**src/rtl/uart_tx_arbiter_pkg.sv**
```systemverilog
// Shared constants for the UART command path: arbiter state encoding,
// response bytes used by the command decoder, and the default watchdog limit.
package uart_cmd_pkg;

  // Arbiter FSM state encoding
  localparam logic [1:0] IDLE      = 2'd0;
  localparam logic [1:0] WAIT_BUSY = 2'd1;
  localparam logic [1:0] WAIT_DONE = 2'd2;

  // Response bytes shared with the command decoder
  localparam logic [7:0] ACK   = 8'h55;
  localparam logic [7:0] RESET = 8'hAA;
  localparam logic [7:0] NACK  = 8'hEE;

  localparam int unsigned DEFAULT_TIMEOUT_CYCLES = 100000;

endpackage

```
**src/rtl/uart_tx_arbiter_if.sv**
```systemverilog
// Bundle between the requesters / UART transmitter and uart_tx_arbiter.
// slave: the arbiter side. master: the requester and UART side.
interface uart_tx_arbiter_if #(
  parameter int unsigned NUM_REQ = 2,
  parameter int unsigned REQ_W   = 3
);

  logic [NUM_REQ-1:0]   req_valid;
  logic [8*NUM_REQ-1:0] req_data;
  logic [NUM_REQ-1:0]   req_pending;
  logic [NUM_REQ-1:0]   req_overflow;
  logic [7:0]           tx_data;
  logic                 tx_start;
  logic                 tx_busy;
  logic                 tx_done;
  logic [REQ_W-1:0]     grant_id;
  logic                 arb_busy;
  logic                 timeout_err;

  modport slave (
    input  req_valid, req_data, tx_busy, tx_done,
    output req_pending, req_overflow, tx_data, tx_start, grant_id, arb_busy, timeout_err
  );

  modport master (
    output req_valid, req_data, tx_busy, tx_done,
    input  req_pending, req_overflow, tx_data, tx_start, grant_id, arb_busy, timeout_err
  );

endinterface

```
**src/rtl/uart_tx_arbiter_rr.sv**
```systemverilog
// Combinational round-robin pick: first pending requester after last_grant, with wrap.
module rr_arbiter #(
  parameter int unsigned NUM_REQ = 2,
  parameter int unsigned REQ_W   = 3
) (
  input  logic [NUM_REQ-1:0] pend,
  input  logic [REQ_W-1:0]   last_grant,
  output logic               grant_valid,
  output logic [REQ_W-1:0]   grant_idx
);

  int unsigned        idx;
  logic [NUM_REQ-1:0] shifted;

  // Scan NUM_REQ slots starting at last_grant+1; the first pending slot wins.
  always_comb begin
    grant_valid = 1'b0;
    grant_idx   = '0;
    idx         = 0;
    shifted     = '0;
    for (int unsigned k = 1; k <= NUM_REQ; k++) begin
      idx     = (32'(last_grant) + k) % NUM_REQ;
      shifted = pend >> idx;
      if (!grant_valid && shifted[0]) begin
        grant_valid = 1'b1;
        grant_idx   = REQ_W'(idx);
      end
    end
  end

endmodule

```
**src/rtl/uart_tx_arbiter.sv**
```systemverilog
// Shares one UART transmitter among NUM_REQ strobe-only requesters.
// Each byte is latched in a per-requester hold register, the transmitter is
// granted round-robin, and only one byte is ever in flight.
// Optional watchdog: define UART_TX_TIMEOUT_EN to abort a transfer that never
// sees tx_done within TIMEOUT_CYCLES.
module uart_tx_arbiter
  import uart_cmd_pkg::*;
#(
  parameter int unsigned NUM_REQ        = 2,
  parameter int unsigned REQ_W          = 3,
  parameter int unsigned TIMEOUT_CYCLES = DEFAULT_TIMEOUT_CYCLES
) (
  input logic              clk,
  input logic              rst,
  uart_tx_arbiter_if.slave bus
);

  if (NUM_REQ < 1 || NUM_REQ > 8 || (1 << REQ_W) < NUM_REQ || TIMEOUT_CYCLES < 1)
  begin : g_param_check
    $error("uart_tx_arbiter: illegal NUM_REQ/REQ_W/TIMEOUT_CYCLES");
  end

  logic [1:0]         state_q, state_d;
  logic [NUM_REQ-1:0] pend_q, pend_d;
  logic [NUM_REQ-1:0] ovf_q, ovf_d;
  logic [NUM_REQ-1:0] gnt_oh, hold_we;
  logic [7:0]         hold_q [NUM_REQ];
  logic [7:0]         grant_byte;
  logic [7:0]         tx_data_q;
  logic               tx_start_q;
  logic [REQ_W-1:0]   grant_id_q, last_grant_q, grant_idx;
  logic               grant_valid, grant_fire;

  rr_arbiter #(
    .NUM_REQ (NUM_REQ),
    .REQ_W   (REQ_W)
  ) u_rr (
    .pend        (pend_q),
    .last_grant  (last_grant_q),
    .grant_valid (grant_valid),
    .grant_idx   (grant_idx)
  );

  assign grant_fire = (state_q == IDLE) && grant_valid;

  // Capture strobes; a pending byte may only be replaced in the cycle it is granted.
  always_comb begin
    gnt_oh     = '0;
    hold_we    = '0;
    pend_d     = pend_q;
    ovf_d      = ovf_q;
    grant_byte = '0;
    for (int unsigned i = 0; i < NUM_REQ; i++) begin
      gnt_oh[i] = grant_fire && (grant_idx == REQ_W'(i));
      if (gnt_oh[i]) begin
        pend_d[i]  = 1'b0;
        grant_byte = hold_q[i];
      end
      if (bus.req_valid[i]) begin
        if (!pend_q[i] || gnt_oh[i]) begin
          hold_we[i] = 1'b1;
          pend_d[i]  = 1'b1;
        end else begin
          ovf_d[i] = 1'b1;
        end
      end
    end
  end

  // Hold registers, one byte per requester.
  always_ff @(posedge clk or posedge rst) begin
    if (rst) begin
      for (int unsigned i = 0; i < NUM_REQ; i++) hold_q[i] <= '0;
    end else begin
      for (int unsigned i = 0; i < NUM_REQ; i++) begin
        if (hold_we[i]) hold_q[i] <= bus.req_data[8*i +: 8];
      end
    end
  end

`ifdef UART_TX_TIMEOUT_EN
  localparam int unsigned CntW = (TIMEOUT_CYCLES > 1) ? $clog2(TIMEOUT_CYCLES) : 1;

  logic [CntW-1:0] wd_cnt_q;
  logic            timeout_q;
  logic            timeout_hit;

  // A tx_done in the final cycle still counts as a normal completion.
  assign timeout_hit = (state_q != IDLE) && !bus.tx_done &&
                       (wd_cnt_q == CntW'(TIMEOUT_CYCLES - 1));

  // Watchdog counter restarts at each grant; error flag is sticky until reset.
  always_ff @(posedge clk or posedge rst) begin
    if (rst) begin
      wd_cnt_q  <= '0;
      timeout_q <= 1'b0;
    end else begin
      if (grant_fire) begin
        wd_cnt_q <= '0;
      end else if (state_q != IDLE) begin
        wd_cnt_q <= wd_cnt_q + CntW'(1);
      end
      if (timeout_hit) timeout_q <= 1'b1;
    end
  end

  assign bus.timeout_err = timeout_q;
`else
  assign bus.timeout_err = 1'b0;
`endif

  // Transfer sequencing: start pulse, wait for busy and/or done.
  always_comb begin
    state_d = state_q;
    case (state_q)
      IDLE:      if (grant_valid) state_d = WAIT_BUSY;
      WAIT_BUSY: begin
        if (bus.tx_done) begin
          state_d = IDLE;
        end else if (bus.tx_busy) begin
          state_d = WAIT_DONE;
        end
      end
      WAIT_DONE: if (bus.tx_done) state_d = IDLE;
      default:   state_d = IDLE;
    endcase
`ifdef UART_TX_TIMEOUT_EN
    if (timeout_hit) state_d = IDLE;
`endif
  end

  // State, pending/overflow flags and the registered transmitter interface.
  always_ff @(posedge clk or posedge rst) begin
    if (rst) begin
      state_q      <= IDLE;
      pend_q       <= '0;
      ovf_q        <= '0;
      tx_start_q   <= 1'b0;
      tx_data_q    <= '0;
      grant_id_q   <= '0;
      last_grant_q <= REQ_W'(NUM_REQ - 1);
    end else begin
      state_q    <= state_d;
      pend_q     <= pend_d;
      ovf_q      <= ovf_d;
      tx_start_q <= grant_fire;
      if (grant_fire) begin
        tx_data_q    <= grant_byte;
        grant_id_q   <= grant_idx;
        last_grant_q <= grant_idx;
      end
    end
  end

  assign bus.req_pending  = pend_q;
  assign bus.req_overflow = ovf_q;
  assign bus.tx_data      = tx_data_q;
  assign bus.tx_start     = tx_start_q;
  assign bus.grant_id     = grant_id_q;
  assign bus.arb_busy     = (state_q != IDLE);

endmodule

```
**src/flat_wrapper.sv**
```systemverilog
// flat-port wrapper written by rule: the top's interface ports become plain ports
module uart_tx_arbiter_flat import uart_cmd_pkg::*;
#(
  parameter int unsigned NUM_REQ        = 2,
  parameter int unsigned REQ_W          = 3,
  parameter int unsigned TIMEOUT_CYCLES = DEFAULT_TIMEOUT_CYCLES
)
  (clk, rst, bus_req_valid, bus_req_data, bus_tx_busy, bus_tx_done, bus_req_pending, bus_req_overflow, bus_tx_data, bus_tx_start, bus_grant_id, bus_arb_busy, bus_timeout_err);
  uart_tx_arbiter_if #(.NUM_REQ(NUM_REQ), .REQ_W(REQ_W)) bus_i ();
  input logic clk;
  input logic rst;
  input wire logic [$bits(bus_i.req_valid)-1:0] bus_req_valid;
  input wire logic [$bits(bus_i.req_data)-1:0] bus_req_data;
  input wire logic [$bits(bus_i.tx_busy)-1:0] bus_tx_busy;
  input wire logic [$bits(bus_i.tx_done)-1:0] bus_tx_done;
  output wire logic [$bits(bus_i.req_pending)-1:0] bus_req_pending;
  output wire logic [$bits(bus_i.req_overflow)-1:0] bus_req_overflow;
  output wire logic [$bits(bus_i.tx_data)-1:0] bus_tx_data;
  output wire logic [$bits(bus_i.tx_start)-1:0] bus_tx_start;
  output wire logic [$bits(bus_i.grant_id)-1:0] bus_grant_id;
  output wire logic [$bits(bus_i.arb_busy)-1:0] bus_arb_busy;
  output wire logic [$bits(bus_i.timeout_err)-1:0] bus_timeout_err;
  assign bus_i.req_valid = bus_req_valid;
  assign bus_i.req_data = bus_req_data;
  assign bus_i.tx_busy = bus_tx_busy;
  assign bus_i.tx_done = bus_tx_done;
  assign bus_req_pending = bus_i.req_pending;
  assign bus_req_overflow = bus_i.req_overflow;
  assign bus_tx_data = bus_i.tx_data;
  assign bus_tx_start = bus_i.tx_start;
  assign bus_grant_id = bus_i.grant_id;
  assign bus_arb_busy = bus_i.arb_busy;
  assign bus_timeout_err = bus_i.timeout_err;
  uart_tx_arbiter #(.NUM_REQ(NUM_REQ), .REQ_W(REQ_W), .TIMEOUT_CYCLES(TIMEOUT_CYCLES)) u_core (.clk(clk), .rst(rst), .bus(bus_i));
endmodule
```
**config.mk**
```make
export PLATFORM = sky130hd
export DESIGN_NAME = uart_tx_arbiter_flat
export DESIGN_NICKNAME = d
export VERILOG_FILES = /design/src/rtl/uart_tx_arbiter_pkg.sv /design/src/rtl/uart_tx_arbiter_if.sv /design/src/rtl/uart_tx_arbiter_rr.sv /design/src/rtl/uart_tx_arbiter.sv /design/src/flat_wrapper.sv
export SDC_FILE = /design/constraint.sdc
export NUM_CORES = 1
export LEC_CHECK = 0
export ABC_AREA = 1
export ABC_CLOCK_PERIOD_IN_PS = 1150
export BUFFER_PORTS_ARGS = -buffer_cell sky130_fd_sc_hd__buf_2
export CAP_MARGIN = 20
export CORE_MARGIN = 2
export CORE_UTILIZATION = 46
export CTS_CLUSTER_SIZE = 30
export DETAILED_ROUTE_END_ITERATION = 12
export HOLD_SLACK_MARGIN = 0.02
export PLACE_DENSITY = 0.86
export SLEW_MARGIN = 15
export SYNTH_ARGS = -nofsm -noshare
export SYNTH_HDL_FRONTEND = slang
export SYNTH_SLANG_ARGS = --single-unit
```
**constraint.sdc**
```tcl
create_clock -name clk -period 1.15 [get_ports clk]
set_input_delay 0.115 -clock clk [delete_from_list [all_inputs] [get_ports clk]]
set_output_delay 0.115 -clock clk [all_outputs]
set_load 0.005 [all_outputs]
```
==> flow_metrics.env <==
export IMPL_result_of_the_run="finished, violations left"
export IMPL_violations="negative setup slack"
export IMPL_synth_compound_area_share_pct=2.61
export IMPL_initial_core_util_pct=48.4
export IMPL_number_of_enable_flip_flop_cells_after_synthesis=0
export IMPL_hold_violations=0
export IMPL_avgViaCountPerCell=4.88
export IMPL_synth_cell_count_leaders="nand2_1 (56), dfrtp_1 (32), nand3_1 (16)"
export IMPL_worst_r2r_endpoint="u_core.bus.tx_data[7]$_DFFE_PP0P_"
export IMPL_post_synth_main_area_contributors="dfrtp_1 (54%), nand2_1 (14%), nand3_2 (6.7%), nand3_1 (5.4%), nand4_1 (3.4%)"
export IMPL_syn2layout_area_growth_pct=52.6
export IMPL_grt_start_max_net_pins=34
export IMPL_drt_first_pass_iters=7
export IMPL_die_width_um=60.9
export IMPL_top_layer_used="met4"
export IMPL_portion_of_netlist_area_occupied_by_mux_cells_pct=0
export IMPL_gr_usage_all_layers_pct=21.3
export IMPL_post_drt_wl_per_cell_um=13.6
export IMPL_cts_max_level=2
export IMPL_area_of_the_die_um2=3710
export IMPL_crit_startpoint="u_core.state_q[1]$_DFFE_PP0P_"
export IMPL_final_setup_worst_slack_ps=-159
export IMPL_numPortBuffers=36
export IMPL_max_cap_violations=0
export IMPL_layout_nets=254
export IMPL_synth_async_reset_ratio_pct=100
export IMPL_critPathLaunchType="register"
export IMPL_drc=0
export IMPL_rows=20
export IMPL_synth_xor_xnor_area_share_pct=0
export IMPL_drive_gt1_share_pct=49.8
export IMPL_routability_congestion=0.848
export IMPL_critical_path_peak_fanout=4
export IMPL_yosys_area_top_type="dfrtp_1"
export IMPL_clock_skew_ps=10.7
export IMPL_power_static_leakage_nw=1.18
export IMPL_wl_met3_um=178
export IMPL_dp_hpwl_um=2150
export IMPL_tritoncts="done"
export IMPL_main_combinational_cell_family_by_area_after_synthesis="simple AND/OR/NAND/NOR gates"
export IMPL_antenna_cells=0
export IMPL_tightest_hold_check_type="in -> reg"
export IMPL_reg2reg_depth=7
export IMPL_route_vias_total=1352
export IMPL_crit_required_ps=1390
export IMPL_dr_first_iter_drc_count=65
export IMPL_drt_wl_total_um=3760
export IMPL_mappedNetlistArea_um2=1490
export IMPL_ys_ff_latch=33
export IMPL_ctsLongestPathBuffers=2
export IMPL_yosys_warnings=0
export IMPL_numCtsBuffers=5
export IMPL_synth_area_per_cell_um2=9.31
export IMPL_synthDistinctLibCells=21
export IMPL_grt_antenna_before_repair=0
export IMPL_most_used_flip_flop_cell_after_synthesis="dfrtp_1"
export IMPL_max_freq_mhz=764
export IMPL_cts_num_sinks=33
export IMPL_netlist_area_leader_share_pct=53.8
export IMPL_fin_tns_setup_ps=-2730
export IMPL_cp_endpoint="u_core.bus.tx_data[7]$_DFFE_PP0P_"
export IMPL_synthesized_instance_count=160
export IMPL_finalHoldWorstSlack_ps=18.2
export IMPL_timing_critical_path_cells="nor2_4 > buf_6 > buf_4 > nand2_4 > clkbuf_16 > nand2_2 > nand3_1"
export IMPL_rr_startpoint="u_core.state_q[1]$_DFFE_PP0P_"
export IMPL_first_global_vias=1248
export IMPL_fp_coreArea_um2=3080
export IMPL_grt_first_pass_wirelength_um=5550
export IMPL_worstSkewPairLatency_ps=350
export IMPL_path_class="reg -> reg"
export IMPL_irDropWorstVdd_uv=1560
export IMPL_ctsRootBufferMaster="clkbuf_4"
export IMPL_regToRegSetupSlack_ps=-160
export IMPL_timing_final_setup_violations=32
export IMPL_dpl_worst_slack_ps=-48.2
export IMPL_synthSimpleGateAreaFrac_pct=34.1
export IMPL_ioPinCount=40
export IMPL_postRouteAntennaNets=0
export IMPL_critPathSlowestCell="dfrtp_1"
export IMPL_met1Wirelength_um=1590
export IMPL_clk_pin_slew_ps=100
export IMPL_fill_cells=218
export IMPL_post_route_cell_area_um2=2270
export IMPL_cp_data_arrival_time_ps=1550
export IMPL_design_power_mw=6.52
export IMPL_floorplan_die_height_um=60.9
export IMPL_shortest_clock_period_the_worst_path_allows_after_layout_ps=1310
export IMPL_final_period_utilization_pct=114
export IMPL_synthMostInstantiatedCell="nand2_1"
export IMPL_power_density_cell_area_nw_per_um2=2870
export IMPL_placement_cell_area_um2=1810
export IMPL_timing_critical_path_to_type="register"
export IMPL_met2RoutedLength_um=1870
export IMPL_grt_overflow=0
export IMPL_maxSlewViolCount=0
export IMPL_rsz0062_at_grt="yes"
export IMPL_synth_fa_ha_area_share_pct=0
export IMPL_timing_critical_path_slowest_cell_delay_ps=420
export IMPL_yosysSeqAreaShare_pct=55.5
## final cells by class
| type | count | area (um^2) | share of cell area, % |
|---|---|---|---|
| clock buffers | 7 | 65.1 | 2.86 |
| clock inverters | 1 | 5.00 | 0.220 |
| inverters | 12 | 45.0 | 1.98 |
| multi-input cells | 108 | 697 | 30.7 |
| flip-flops and latches | 33 | 828 | 36.5 |
| well taps | 44 | 55.1 | 2.42 |
| repair buffers | 72 | 577 | 25.4 |
## cells in the final DEF, fill, tap and decap left out
cell	synthesis	layout
dlygate4sd3_1	0	16
clkbuf_8	0	2
inv_2	1	4
o21bai_2	1	1
o211ai_2	1	1
or2_1	1	1
nand3_4	0	1
dfrtp_2	0	1
buf_4	4	11
nand2_4	0	7
nand3_1	16	6
buf_12	0	3
dfrtp_1	32	31
dfstp_2	1	1
clkbuf_16	0	1
nand2_2	6	14
o21ai_0	3	2
clkinv_2	0	1
buf_2	2	34
nand4_1	8	8
conb_1	1	3
nand3b_1	1	1
clkbuf_4	0	5
o21ai_2	0	1
nand2_1	56	41
nor2_4	1	1
nor3_2	0	1
nand3_2	10	19
buf_6	2	7
inv_1	11	8
## through the flow
| step | instances | utilization, % |
|---|---|---|
| 2_1_floorplan | 162 | - |
| 3_3_place_gp | 247 | 58.9 |
| 3_5_place_dp | 247 | 58.9 |
| 4_1_cts | 271 | 69.4 |
| 5_1_grt | 277 | 73.8 |
| 6_report | 277 | 73.8 |
## worst min path at each step
stage	cells after the start	startpoint	endpoint
floorplan	1	rst	u_core.bus.grant_id[0]$_DFFE_PP0P_
global placement	3	rst	u_core.bus.req_overflow[0]$_DFFE_PP0P_
detailed placement	3	rst	u_core.bus.req_overflow[0]$_DFFE_PP0P_
CTS	3	bus_req_data[8]	u_core.hold_q[0]$_DFFE_PP0P_
global route	3	bus_req_data[3]	u_core.hold_q[11]$_DFFE_PP0P_
finish	3	bus_req_data[3]	u_core.hold_q[11]$_DFFE_PP0P_
## cells by family (layout without fill, tap and decap cells)
| kind of cell | after synthesis | in the layout |
|---|---|---|
| flops | 33 | 33 |
| buf+inv | 21 | 92 |
| simple gates | 100 | 100 |
| other cells | 1 | 3 |
| compound gates | 5 | 5 |
## where the power goes
part	internal [mW]	leakage, nW	switching, mW	total (mW)
logic	1.78	0.742	1.87	3.65
clock network	0.354	0.0413	0.386	0.740
registers	1.71	0.398	0.422	2.13
## layer usage
metal,global-route usage [%],vias up
met3,7.04,14
met1,27.0,630
li1,-,660
met2,33.9,48
met5,0,-
met4,8.07,0
## registers in the layout (all words and copies together) (netlist names)
name	flops
u_core.bus.req_overflow	2
u_core.hold_q	16
u_core.bus.tx_data	8
u_core.bus.req_pending	2
u_core.bus.grant_id	1
u_core.bus.tx_start	1
u_core.state_q	2
u_core.last_grant_q	1
## timing repair
action                                  in CTS  in global routing
hold endpoints to repair                    46                  2
gates resized for setup                     26                 20
endpoints found under the setup margin      30                 34
setup buffers                                2                  3
pin swaps                                   11                  8
cloned                                       0                  1
hold buffers                                14                  2
## critical path: cells and delay by family, from the launching register on
kind                   cells  cell delay (ps)
flip-flops                 1              420
AND/OR/NAND/NOR            4              380
buffers and inverters      3              410
(Power assumes the default switching activity.)
